`src/rtl/branch_pkg.sv`:
```
// Shared types and branch-function encodings for the branch resolution block.
// Optional statistics counters in branch_resolve_ctrl are enabled by BRANCH_STATS_EN.
package branch_pkg;

    localparam logic [3:0] BF_LTZ = 4'b0010;
    localparam logic [3:0] BF_GEZ = 4'b0011;
    localparam logic [3:0] BF_EQ  = 4'b0100;
    localparam logic [3:0] BF_NE  = 4'b0101;
    localparam logic [3:0] BF_LEZ = 4'b0110;
    localparam logic [3:0] BF_GTZ = 4'b0111;

    typedef enum logic [1:0] {
        IDLE,
        EVAL,
        REDIRECT
    } state_t;

endpackage

```
`src/rtl/branch_cond_eval.sv`:
```
// Combinational branch condition evaluator: (a, b, bf) -> (taken, err).
module branch_cond_eval
    import branch_pkg::*;
#(
    parameter int unsigned XLEN = 32
) (
    input  logic [XLEN-1:0] a,
    input  logic [XLEN-1:0] b,
    input  logic [3:0]      bf,
    output logic            taken,
    output logic            err
);

    logic neg;
    logic zero;
    logic eq;

    assign neg  = a[XLEN-1];
    assign zero = (a == '0);
    assign eq   = (a == b);

    always_comb begin
        taken = 1'b0;
        err   = 1'b0;
        case (bf)
            BF_LTZ:  taken = neg;
            BF_GEZ:  taken = !neg;
            BF_EQ:   taken = eq;
            BF_NE:   taken = !eq;
            BF_LEZ:  taken = neg || zero;
            BF_GTZ:  taken = !neg && !zero;
            default: err   = 1'b1;
        endcase
    end

endmodule

```
`src/rtl/branch_resolve_ctrl.sv`:
```
// Branch resolution sequencer: accept, evaluate, redirect fetch on mispredict.
// Define BRANCH_STATS_EN to add saturating taken/not-taken/mispredict counters.
module branch_resolve_ctrl
    import branch_pkg::*;
#(
    parameter int unsigned XLEN = 32
`ifdef BRANCH_STATS_EN
    ,
    parameter int unsigned CNT_W = 16
`endif
) (
    input  logic            clk,
    input  logic            rst_n,
    input  logic            kill,
    input  logic            req_valid,
    output logic            req_ready,
    input  logic [XLEN-1:0] req_a,
    input  logic [XLEN-1:0] req_b,
    input  logic [3:0]      req_bf,
    input  logic [XLEN-1:0] req_pc,
    input  logic [XLEN-1:0] req_off,
    input  logic            req_pred,
    output logic            resolve_valid,
    output logic            resolve_taken,
    output logic            resolve_err,
    output logic            redir_valid,
    input  logic            redir_ready,
    output logic [XLEN-1:0] redir_pc,
    output logic            flush
`ifdef BRANCH_STATS_EN
    ,
    output logic [CNT_W-1:0] stat_taken,
    output logic [CNT_W-1:0] stat_ntaken,
    output logic [CNT_W-1:0] stat_mispred
`endif
);

    state_t          state_q, state_d;
    logic [XLEN-1:0] a_q, b_q, pc_q, off_q, redir_pc_q;
    logic [3:0]      bf_q;
    logic            pred_q;
    logic            taken, err, mispred, accept, eval_live;
    logic [XLEN-1:0] target;

    branch_cond_eval #(
        .XLEN(XLEN)
    ) u_cond_eval (
        .a    (a_q),
        .b    (b_q),
        .bf   (bf_q),
        .taken(taken),
        .err  (err)
    );

    assign mispred   = (taken != pred_q);
    assign accept    = req_valid && req_ready;
    assign eval_live = (state_q == EVAL) && !kill;
    // Modulo-2^XLEN arithmetic; wrap-around is intentional.
    assign target    = pc_q + XLEN'(4) + (taken ? (off_q << 2) : '0);
    assign redir_pc  = redir_pc_q;

    always_comb begin
        state_d       = state_q;
        req_ready     = 1'b0;
        resolve_valid = 1'b0;
        resolve_taken = 1'b0;
        resolve_err   = 1'b0;
        redir_valid   = 1'b0;
        flush         = 1'b0;
        unique case (state_q)
            IDLE: begin
                req_ready = !kill;
                if (req_valid && !kill) state_d = EVAL;
            end
            EVAL: begin
                resolve_valid = !kill;
                resolve_taken = taken && !kill;
                resolve_err   = err && !kill;
                state_d       = mispred ? REDIRECT : IDLE;
            end
            REDIRECT: begin
                redir_valid = !kill;
                flush       = redir_valid && redir_ready;
                if (redir_ready) state_d = IDLE;
            end
            default: state_d = IDLE;
        endcase
        if (kill) state_d = IDLE;
    end

    always_ff @(posedge clk or negedge rst_n) begin
        if (!rst_n) begin
            state_q    <= IDLE;
            a_q        <= '0;
            b_q        <= '0;
            pc_q       <= '0;
            off_q      <= '0;
            bf_q       <= '0;
            pred_q     <= 1'b0;
            redir_pc_q <= '0;
        end else begin
            state_q <= state_d;
            if (accept) begin
                a_q    <= req_a;
                b_q    <= req_b;
                pc_q   <= req_pc;
                off_q  <= req_off;
                bf_q   <= req_bf;
                pred_q <= req_pred;
            end
            if (eval_live && mispred) redir_pc_q <= target;
        end
    end

`ifdef BRANCH_STATS_EN
    logic [CNT_W-1:0] taken_q, ntaken_q, mispred_q;

    always_ff @(posedge clk or negedge rst_n) begin
        if (!rst_n) begin
            taken_q   <= '0;
            ntaken_q  <= '0;
            mispred_q <= '0;
        end else if (eval_live) begin
            if (taken && (taken_q != '1))      taken_q   <= taken_q + CNT_W'(1);
            if (!taken && (ntaken_q != '1))    ntaken_q  <= ntaken_q + CNT_W'(1);
            if (mispred && (mispred_q != '1))  mispred_q <= mispred_q + CNT_W'(1);
        end
    end

    assign stat_taken   = taken_q;
    assign stat_ntaken  = ntaken_q;
    assign stat_mispred = mispred_q;
`endif

endmodule

```
`config.mk`:
```
export PLATFORM = sky130hd
export DESIGN_NAME = branch_resolve_ctrl
export DESIGN_NICKNAME = d
export VERILOG_FILES = /design/src/rtl/branch_pkg.sv /design/src/rtl/branch_cond_eval.sv /design/src/rtl/branch_resolve_ctrl.sv
export SDC_FILE = /design/constraint.sdc
export NUM_CORES = 1
export LEC_CHECK = 0
export BUFFER_PORTS_ARGS = -buffer_cell sky130_fd_sc_hd__buf_4
export CAP_MARGIN = 20
export CORE_MARGIN = 8
export CORE_UTILIZATION = 60
export DETAILED_ROUTE_END_ITERATION = 6
export PLACE_DENSITY_LB_ADDON = 0.25
export SLEW_MARGIN = 0
export SYNTH_ARGS = -nofsm -noshare
export SYNTH_HDL_FRONTEND = slang
export SYNTH_SLANG_ARGS = --single-unit
```
`constraint.sdc`:
```
create_clock -name clk -period 13.5 [get_ports clk]
set_input_delay 1.35 -clock clk [delete_from_list [all_inputs] [get_ports clk]]
set_output_delay 1.35 -clock clk [all_outputs]
set_load 0.01 [all_outputs]
```
# After elaboration in Yosys (flattened, before gate mapping)
# Cells that the tools add are included.
dict set report word_totals {
  reg_bits 165
  input_bits 138
  elab_cells 53
  output_inout_bits 38
}
dict set report classes {
  n_eq_ne 12
  mux 14
  reduce_logical 17
  addsub 2
}
# op count
set op_table {}
lappend op_table {{adder 32 x 3 -> 32 bit (second input constant)} 1}
lappend op_table {{adder 32 bit} 1}
lappend op_table {{equality test 32 bit} 1}
lappend op_table {{logical NOT 32 bit} 1}
lappend op_table {{two-way mux 32 bit} 1}
lappend op_table {{equality test 4 x 3 -> 1 bit (second input constant)} 4}
lappend op_table {{equality test 4 x 2 -> 1 bit (second input constant)} 2}
lappend op_table {{logical AND 1 bit} 8}
lappend op_table {{two-way mux 2 bit} 4}
lappend op_table {{two-way mux 1 bit} 7}
lappend op_table {{inequality test 3 bit (second input constant)} 2}
lappend op_table {{case mux 1 bit (6 select lines)} 1}
lappend op_table {{case mux 2 bit (3 select lines)} 1}
lappend op_table {{OR reduction 6 bit} 1}
lappend op_table {{logical NOT 1 bit} 4}
lappend op_table {{equality test 2 x 1 -> 1 bit (second input constant)} 1}
lappend op_table {{equality test 2 bit (second input constant)} 1}
lappend op_table {{logical NOT 2 bit} 1}
lappend op_table {{AND reduction 2 bit} 1}
lappend op_table {{logical OR 1 bit} 1}
lappend op_table {{inequality test 1 bit} 1}

# Depth between registers and ports, before layout
# Gate-level depths: netlist of run 1.
dict set report logic_depth {
  word_depth 8
  ltp_mapped 19
  depth_no_buf 18
}

# Modules after synthesis
# A second synthesis of run 1 with hierarchy kept.
dict set report unflattened {
  hier_cells 764
  hier_area_um2 8813.5
}
# module cells_per_inst seq_area_each_um2 instances area_each_um2
set by_module_without_submodules {}
lappend by_module_without_submodules {branch_resolve_ctrl 700 4129.0 1 8290.5}
lappend by_module_without_submodules {branch_cond_eval 64 0.0 1 523.0}

# Worst setup path before layout of run 1
# Ideal clock, no wire load.
dict set report synth_timing {
  kind {reg-to-reg}
  from {register a_q[31]}
  to {register redir_pc_q[23] (netlist: redir_pc[23])}
  stages_incl_launch_ff 19
  setup_time_ns 0.120
  n_path_buf 1
  period_less_slack_ns 4.652
  required_time_ns 13.380
  arrival_time_ns 4.532
  path_slack_ns 8.848
  path_cell_list {dfrtp_1 -> or4b_1 -> nor3_2 -> nand4_1 -> a311oi_4 -> or3_1 -> clkbuf_1 -> and2_1 -> ha_1 -> ha_1 -> fa_1 -> a211oi_1 -> o21ai_0 -> nor3b_1 -> o21ai_0 -> a21oi_1 -> o21a_1 -> or3_1 -> a31o_2}
}
dict set report synth_via {
  elab_chain_cells 6
  word_cells_on_any_way 12
  cone_classes {add/sub (1); eq/ne (2); mux (2); reduce/logical (7)}
}
# element line_no
set synth_lines {}
lappend synth_lines {{start: declaration} branch_resolve_ctrl.sv:39} ;# logic [XLEN-1:0] a_q, b_q, pc_q, off_q, redir_pc_q;
lappend synth_lines {{start signal: assignment} branch_resolve_ctrl.sv:104} ;# a_q <= req_a;
lappend synth_lines {{logical NOT 32 bit} branch_cond_eval.sv:19} ;# assign zero = (a == '0);
lappend synth_lines {{logical NOT 1 bit} branch_cond_eval.sv:31} ;# BF_GTZ: taken = !neg && !zero;
lappend synth_lines {{logical AND 1 bit} branch_cond_eval.sv:31}
lappend synth_lines {{case mux 1 bit (6 select lines) *} branch_cond_eval.sv:25} ;# case (bf)
lappend synth_lines {{two-way mux 32 bit / inequality test 1 bit (equally long branches)} {branch_resolve_ctrl.sv:59, branch_resolve_ctrl.sv:55}}
lappend synth_lines {{adder 32 bit / logical AND 1 bit (equally long branches)} {branch_resolve_ctrl.sv:59, branch_resolve_ctrl.sv:111}}
lappend synth_lines {{end signal: assignment} branch_resolve_ctrl.sv:111} ;# if (eval_live && mispred) redir_pc_q <= target;
lappend synth_lines {{end: declaration} branch_resolve_ctrl.sv:39}
# Every way passes the cells marked *; elsewhere a longest branch is shown, timed or not.
# A chain may end at the register's enable or synchronous reset.

# Worst setup path in the final report of run 1
dict set report layout_timing {
  from {register a_q[23]}
  to {register redir_pc_q[23] (netlist: redir_pc[23])}
}
# The elaborated chain is that of the path after synthesis.

==> summary.md, run 1 <==
| Metric | Value |
|---|---|
| Status | `complete, no violations` |
| Hold WS | `0.4982 ns` |
| EDFF count, synth | `0` |
| Root buffer cell | `clkbuf_16` |
| Core Rows | `44` |
| CTS max path bufs | `2` |
| Hold-fix buffers, CTS | `0` |
| Vias/cell | `5.707` |
| Synth Flop Type | `dfrtp_1` |
| Pin count of the biggest net entering global routing | `96` |
| Comb power frac | `0.351` |
| PwrDens | `169.4 nW/um2` |
| Crit path DAT | `6.26 ns` |
| Overall power | `1817 uW` |
| Crit-path cells | `xor2_1, nor4_1, nand4_1, nor3_1, or3_1, and2_1, ha_1, ha_1, fa_1, a211oi_1, o21ai_0, nor3b_1, o21ai_0, a21oi_1, o21a_1, or3_1, a31o_2` |
| Post-Syn Nets | `900` |
| # fillers | `998` |
| Iteration-0 DRC count of the detailed router | `460` |
| PnR worst setup slack | `7.549 ns` |
| Layout area overhead | `22.43%` |
| Leak pwr | `0.005040 uW` |
| Largest cells by area after synthesis | `dfrtp_1 47%, mux2_2 17%, ha_1 8.1%` |
| Synth warn | `0` |
| Psw | `600.4 uW` |
| Clock group share of total power | `0.245` |
| Clock net sink count | `165` |
| Hold path startpoint | `off_q[14]` |
| Clock Skews | `0.008621 ns` |
| Wire per inst | `19.09 um` |
| Crit path max fanout | `30` |
| Post-Layout Cell Count | `1072` |
| Clock transition at path regs | `0.07 ns` |
| Final Hold Viols | `0` |
| Final Max Slew Viols | `0` |
| Critical Path Start Type | `flop` |
| Synth Area per Inst | `12.44 um2` |
| Final setup vio count | `0` |
| CTS tree | `built` |
| Die Ht | `136.8 um` |
| Clock latency at the later pin of the worst-skew pair | `0.42 ns` |
| Port bufs | `173` |
| Post-route antenna net violation count | `0` |
| Worst-margin pin slew | `1.045 ns` |
| Routed WL | `20470 um` |
| Synthesized area | `8758 um2` |
| Final layout net count | `1071` |
| GP Congestion | `0.8700` |
| HP Class | `flop to flop` |
| Storage cell area | `4129 um2` |
| Total CTS buffers | `17` |
| N_diodes | `0` |
| Max incr delay on CP | `0.90 ns` |
| Layout cell share with drive strength beyond 1 | `0.4189` |
| WHS Path Cells | `1` |
| Cells after DPL | `1040` |
| Post-synth top area share | `0.4714` |
| Slew Limit Headroom | `0.3033` |
| Setup WS pre-CTS | `7.627 ns` |
| Crit Path Class | `flop to flop` |
| Worst reg2reg setup slack | `7.55 ns` |
| Post-synth cell types | `53` |
| Die area | `18720 um2` |
| DR DRC count | `0` |
| CP Buf/Inv Count | `0` |
| Worst setup EP type | `flop` |
| Number of global-route vias before repair | `6592` |
| Drt first pass iters | `5` |
| Initial core utilization | `0.6072` |
| Switching Fraction | `0.3304` |
| Via count | `6118` |
| Post_cts resized | `0` |
| Synth async-reset ratio | `1.000` |
| Share of the yosys chip area belonging to registers | `0.4714` |
| Core ar. | `14420 um2` |
| Commonest non-fill, non-tap cells in the layout | `174 x buf_4, 165 x dfrtp_1, 133 x mux2_2, 57 x ha_1, 40 x xor2_1` |
| Sequential share of power | `0.404` |
| Post-Syn Instances | `704` |
| Max Clk Rate | `168.0 MHz` |
| CTS H-tree lvls | `4` |
| Reg-to-Reg End | `redir_pc[23]` |
| Internal power | `1217 uW` |
| Slowest stage cell, crit path | `or3_1` |
| Hold endpoint | `off_q[14]` |
| Grt ovf | `0` |
| Reg2reg start | `a_q[23]` |
| IO Count | `176` |
| RSZ-0062 raised after global routing | `false` |
| Global-route usage over all layers | `0.2254` |
| Peak VDD IR | `0.1034 mV` |
| CP required | `13.81 ns` |
| Setup tns final | `0 ns` |
| Crit share post-route | `0.4408` |
| Area of the multi-input gates | `4449 um2` |
| Worst reg2reg path depth | `17` |
| Setup Buffers After CTS | `0` |
| MaxCap Viol Count | `0` |
| Synth area leader | `dfrtp_1` |
| Initial antenna violation count | `0` |
| Most common cell after layout, fill and taps aside | `buf_4` |
| Global-route wire length before repair | `33210 um` |
| DP HPWL | `14980 um` |
| Fin crit period | `5.951 ns` |
| Seq cells post-synth | `165` |
| Dominant delay contributor by cell family on the critical path | `simple AND/OR/NAND/NOR gates` |
| Die width | `136.8 um` |
==> cell usage after synthesis (3+ instances only) <==
cell / count
dfrtp_1: 165
mux2_2: 133
ha_1: 57
xor2_1: 40
and2_1: 32
a21oi_1: 26
o21ai_0: 23
nor2_1: 22
clkbuf_1: 20
nand2_1: 20
mux2_4: 19
nor4_1: 16
inv_1: 15
xnor2_1: 15
a21o_1: 10
and3_1: 8
nand3_1: 8
a31oi_1: 6
nor3_1: 6
o21a_1: 6
or3_1: 5
a211oi_1: 4
o211ai_1: 4
a311oi_1: 3
a31o_2: 3
and4_1: 3
nand4_1: 3
==> kinds of logic after synthesis <==
logic type / Yosys count / share of synthesized area
AOI/OAI and AO/OA: 99 / 0.07615
xor gates and xnor gates: 55 / 0.05500
buffers and inverters: 38 / 0.02086
muxes: 153 / 0.2047
and+or+nand+nor: 136 / 0.08814
adders and majority gates: 58 / 0.08371
DFF: 165 / 0.4714
==> flip-flops by register name, summed over array words and instances (netlist names) <==
| register | flops |
|---|---|
| a_q | 32 |
| b_q | 32 |
| pc_q | 32 |
| redir_pc | 32 |
| off_q | 30 |
| bf_q | 4 |
| state_q | 2 |
| pred_q | 1 |
==> per-layer routing <==
metal	global-route usage	wire, um	up-vias
met3	0.06608	1349	22
li1	-	-	2891
met5	0	0	-
met1	0.2848	8921	3014
met2	0.3697	9960	191
met4	0.06337	235	0
==> final cells by class <==
type,count,share of cell area
multi-input combinational,501,0.4149
clock inverter,14,0.009452
clock buffer,18,0.04096
inverter,15,0.005251
tap,184,0.02147
timing repair buffer,175,0.1229
sequential,165,0.3851
==> through the flow <==
stage / util / area, um2
2_1_floorplan: - / 8758
6_report: 0.7434 / 10720
3_3_place_gp: 0.7059 / 10180
5_1_grt: 0.7434 / 10720
3_5_place_dp: 0.7059 / 10180
4_1_cts: 0.7434 / 10720
==> power groups by stage <==
stage	combinational, uW	clock [uW]	sequential (uW)
2_1_floorplan	408	0	730
3_3_place_gp	610	0	732
3_5_place_dp	633	0	740
4_1_cts	641	451	734
5_1_grt	700	476	750
6_report	638	445	734
==> how the worst max path moves through the flow <==
stage | cells past startpoint | from | endpoint | slack, ns
6_report | 17 | a_q[23] | redir_pc[23] | 7.55
5_1_grt | 17 | a_q[15] | redir_pc[23] | 7.15
4_1_cts | 17 | a_q[23] | redir_pc[23] | 7.54
3_5_place_dp | 17 | a_q[12] | redir_pc[23] | 7.63
3_3_place_gp | 17 | a_q[15] | redir_pc[19] | 7.77
2_1_floorplan | 18 | a_q[31] | redir_pc[23] | 8.85
(Power assumes the default switching activity.)
==> inputs of run 2 (changes only) <==
--- a/config.mk
+++ b/config.mk
@@ -5,10 +5,11 @@
 export SDC_FILE = /design/constraint.sdc
 export NUM_CORES = 1
 export LEC_CHECK = 0
+export ABC_AREA = 1
 export BUFFER_PORTS_ARGS = -buffer_cell sky130_fd_sc_hd__buf_4
 export CAP_MARGIN = 20
 export CORE_MARGIN = 8
-export CORE_UTILIZATION = 60
+export CORE_UTILIZATION = 51
 export DETAILED_ROUTE_END_ITERATION = 6
 export PLACE_DENSITY_LB_ADDON = 0.25
 export SLEW_MARGIN = 0
==> constraint.sdc (replaced) <==
create_clock -name clk -period 5.23 [get_ports clk]
set_input_delay 0.523 -clock clk [delete_from_list [all_inputs] [get_ports clk]]
set_output_delay 0.523 -clock clk [all_outputs]
set_load 0.01 [all_outputs]
==> run 2 against run 1 <==
- total power rose by 150%
- die area rose by 18%
- flip-flop and latch count did not move
- non-clock buffer count rose by 3
- critical path depth rose by 7
- synthesized cell count rose by 64%
- sequential power rose by 150%
- core utilization fell by 10 points
- fmax rose by 42%
- first-iteration DRC count fell by 11%
- largest power group unchanged
- highest routed layer unchanged
==> summary.md, run 2 <==
| Metric | Value |
|---|---|
| Die width | `148.6 um` |
| Hold-fix buffers, CTS | `0` |
| Switching Fraction | `0.3591` |
| Clock transition at path regs | `0.08 ns` |
| RSZ-0062 raised after global routing | `false` |
| Worst-margin pin slew | `0.9356 ns` |
| Slew Limit Headroom | `0.3762` |
| Post-synth top area share | `0.4606` |
| Synth Flop Type | `dfrtp_1` |
| Peak VDD IR | `0.3775 mV` |
| Crit share post-route | `0.8005` |
| Placed Area | `10430 um2` |
| Highest metal used | `met4` |
| MaxCap Viol Count | `0` |
| Clock group share of total power | `0.274` |
| Status | `complete, no violations` |
| Max Clk Rate | `238.8 MHz` |
| Crit path DAT | `4.46 ns` |
| Post-Syn Nets | `1352` |
| Grt ovf | `0` |
| Root buffer cell | `clkbuf_16` |
| Synth Area per Inst | `7.755 um2` |
| Leak pwr | `0.005860 uW` |
| Post-synth cell types | `37` |
| Post_cts resized | `0` |
| Crit path max fanout | `28` |
| Crit Path Class | `flop to flop` |
| Port bufs | `173` |
| Seq cells post-synth | `165` |
| Pin count of the biggest net entering global routing | `155` |
| Commonest cells in the netlist | `439 x nand2_1, 165 x dfrtp_1, 109 x o21ai_0, 103 x inv_1, 95 x nor2_1` |
| Most frequent CP cell | `nand2_1` |
| Synth warn | `0` |
| Comb power frac | `0.321` |
| Met1 wire length | `9467 um` |
| Routed WL | `21930 um` |
| Final Max Slew Viols | `0` |
| Synthesized area | `8965 um2` |
| Die Ht | `148.6 um` |
| Post-route antenna net violation count | `0` |
| HP Class | `primary input to async pin` |
| Global-route usage over all layers | `0.2038` |
| Via count | `7802` |
| Final Hold Viols | `0` |
| Fin crit period | `4.187 ns` |
| Final setup vio count | `0` |
| EDFF count, synth | `0` |
| DP HPWL | `16040 um` |
| Initial antenna violation count | `0` |
| Slowest stage cell, crit path | `dfrtp_1` |
| Synth area leader | `dfrtp_1` |
| Critical Path Start Type | `flop` |
| N_diodes | `0` |
| Die area | `22080 um2` |
| WL met2 | `10810 um` |
| Wire per inst | `14.11 um` |
| Drt first pass iters | `5` |
| CTS tree | `built` |
| IO Count | `176` |
| Core Rows | `48` |
| CTS H-tree lvls | `4` |
| Clock latency at the later pin of the worst-skew pair | `0.43 ns` |
| PwrDens | `406.6 nW/um2` |
| Clock Skews | `0.01848 ns` |
| Post-Syn Instances | `1156` |
| Initial core utilization | `0.5201` |
| Sequential share of power | `0.405` |
| DR DRC count | `0` |
| Most frequent cell after synthesis | `nand2_1` |
| Synth async-reset ratio | `1.000` |
| Layout area overhead | `22.83%` |
| Commonest non-fill, non-tap cells in the layout | `438 x nand2_1, 177 x buf_4, 165 x dfrtp_1, 109 x o21ai_0, 103 x inv_1` |
| CTS max path bufs | `2` |
| Worst setup EP type | `flop` |
| Largest cells by area after synthesis | `dfrtp_1 46%, nand2_1 18%, ha_1 8.0%` |
| Dominant delay contributor by cell family on the critical path | `simple AND/OR/NAND/NOR gates` |
| Met3 Wirelength | `1368 um` |
| Total CTS buffers | `17` |
| Share of the yosys chip area belonging to registers | `0.4606` |
| Most common cell after layout, fill and taps aside | `nand2_1` |
| Clock net sink count | `165` |
| Crit-path cells | `inv_1, nand2_1, nand2_1, o21ai_0, nor2_1, nand2_1, nor2_1, nand2_1, nand2_1, nand2_1, nor2_2, buf_4, nor2_1, ha_1, ha_1, a21oi_1, nand2_1, a21oi_1, inv_1, a21oi_1, o21bai_1, or2_2, nand2_1, o21ai_0` |
| Number of global-route vias before repair | `7982` |
| Max incr delay on CP | `0.40 ns` |
| CP Buf/Inv Count | `3` |
| Final layout net count | `1512` |
| Core ar. | `17240 um2` |
| Overall power | `4477 uW` |
| Layout cell share with drive strength beyond 1 | `0.1716` |
| Vias/cell | `5.021` |
| Setup tns final | `0 ns` |
| CP required | `5.50 ns` |
| Iteration-0 DRC count of the detailed router | `411` |
| Global-route wire length before repair | `36760 um` |
| Psw | `1608 uW` |
| GP Congestion | `0.8934` |
| Setup Buffers After CTS | `0` |
| Fin area | `11010 um2` |
| Internal power | `2869 uW` |
## run 2: changes by cell type after synthesis, sizes merged, moves of 9 or more
cell   previous run  this run
xnor2            15        30
nor4             16         4
nor2             22        97
inv              15       105
and2             32         0
o21ai            23       111
a21o             10         1
nand2            21       448
xor2             40        13
nand3             8        23
mux2            152         0
## run 2: logic make-up after synthesis
| logic type | after synthesis | share of synthesized area |
|---|---|---|
| flops | 165 | 0.4606 |
| simple gates | 586 | 0.2574 |
| fa+ha+maj | 58 | 0.08179 |
| buf+inv | 143 | 0.06280 |
| compound gates | 161 | 0.09546 |
| xor+xnor | 43 | 0.04201 |
## run 2: worst reg2reg max path: cells and delay by family, from the launching register on
family | cells | cell delay, ns
AOI/OAI and AO/OA | 6 | 1.02
adders and majority gates | 2 | 0.66
buffers and inverters | 3 | 0.56
DFF | 1 | 0.40
and+or+nand+nor | 13 | 1.39
## run 2: area by class of cell
type / instances / area [um2]
fillers: 1538 / 6225
flip-flops and latches: 165 / 4129
repair buffers: 178 / 1340
inverters: 106 / 402.9
clock buffers: 18 / 429.2
multi-input cells: 848 / 4275
well taps: 225 / 281.5
clock inverters: 14 / 153.9
## run 2: layer usage
metal / up-vias / GRT usage
li1: 3966 / -
met3: 22 / 0.05773
met4: 0 / 0.05456
met5: - / 0
met1: 3622 / 0.2448
met2: 192 / 0.3505
## run 2: final timing paths
path / from / end / slack (ns) / cells past startpoint
worst max-delay path: a_q[12] / redir_pc[20] / 1.04 / 24
worst min-delay path: rst_n / off_q[11] / 0.12 / 1
worst max register to register: a_q[12] / redir_pc[20] / 1.04 / 24
worst min register to register: pc_q[30] / pc_q[30] / 0.49 / 2
max in group asynchronous: rst_n / redir_pc[21] / 3.87 / 2
min in group clk: req_a[10] / a_q[10] / 0.28 / 3
## run 2: power groups by stage
stage,Sequential [uW],Combinational [uW],Clock (uW)
after detailed placement,1840,1440,0
final,1810,1440,1230
after floorplan,1840,876,0
after global placement,1830,1410,0
after CTS,1820,1460,1250
after global routing,1850,1640,1290
## run 2: per-stage QoR
stage | util | hold WS (ns) | worst slack [ns] | cells
finish | 0.6389 | 0.1200 | 1.043 | 1554
global route | 0.6389 | 0.1750 | 0.5902 | 1554
CTS | 0.6389 | 0.1373 | 1.036 | 1554
detailed placement | 0.6050 | 0.4718 | 1.092 | 1522
global placement | 0.6050 | 0.4680 | 1.114 | 1522
floorplan | - | 0.2274 | 1.900 | 1156
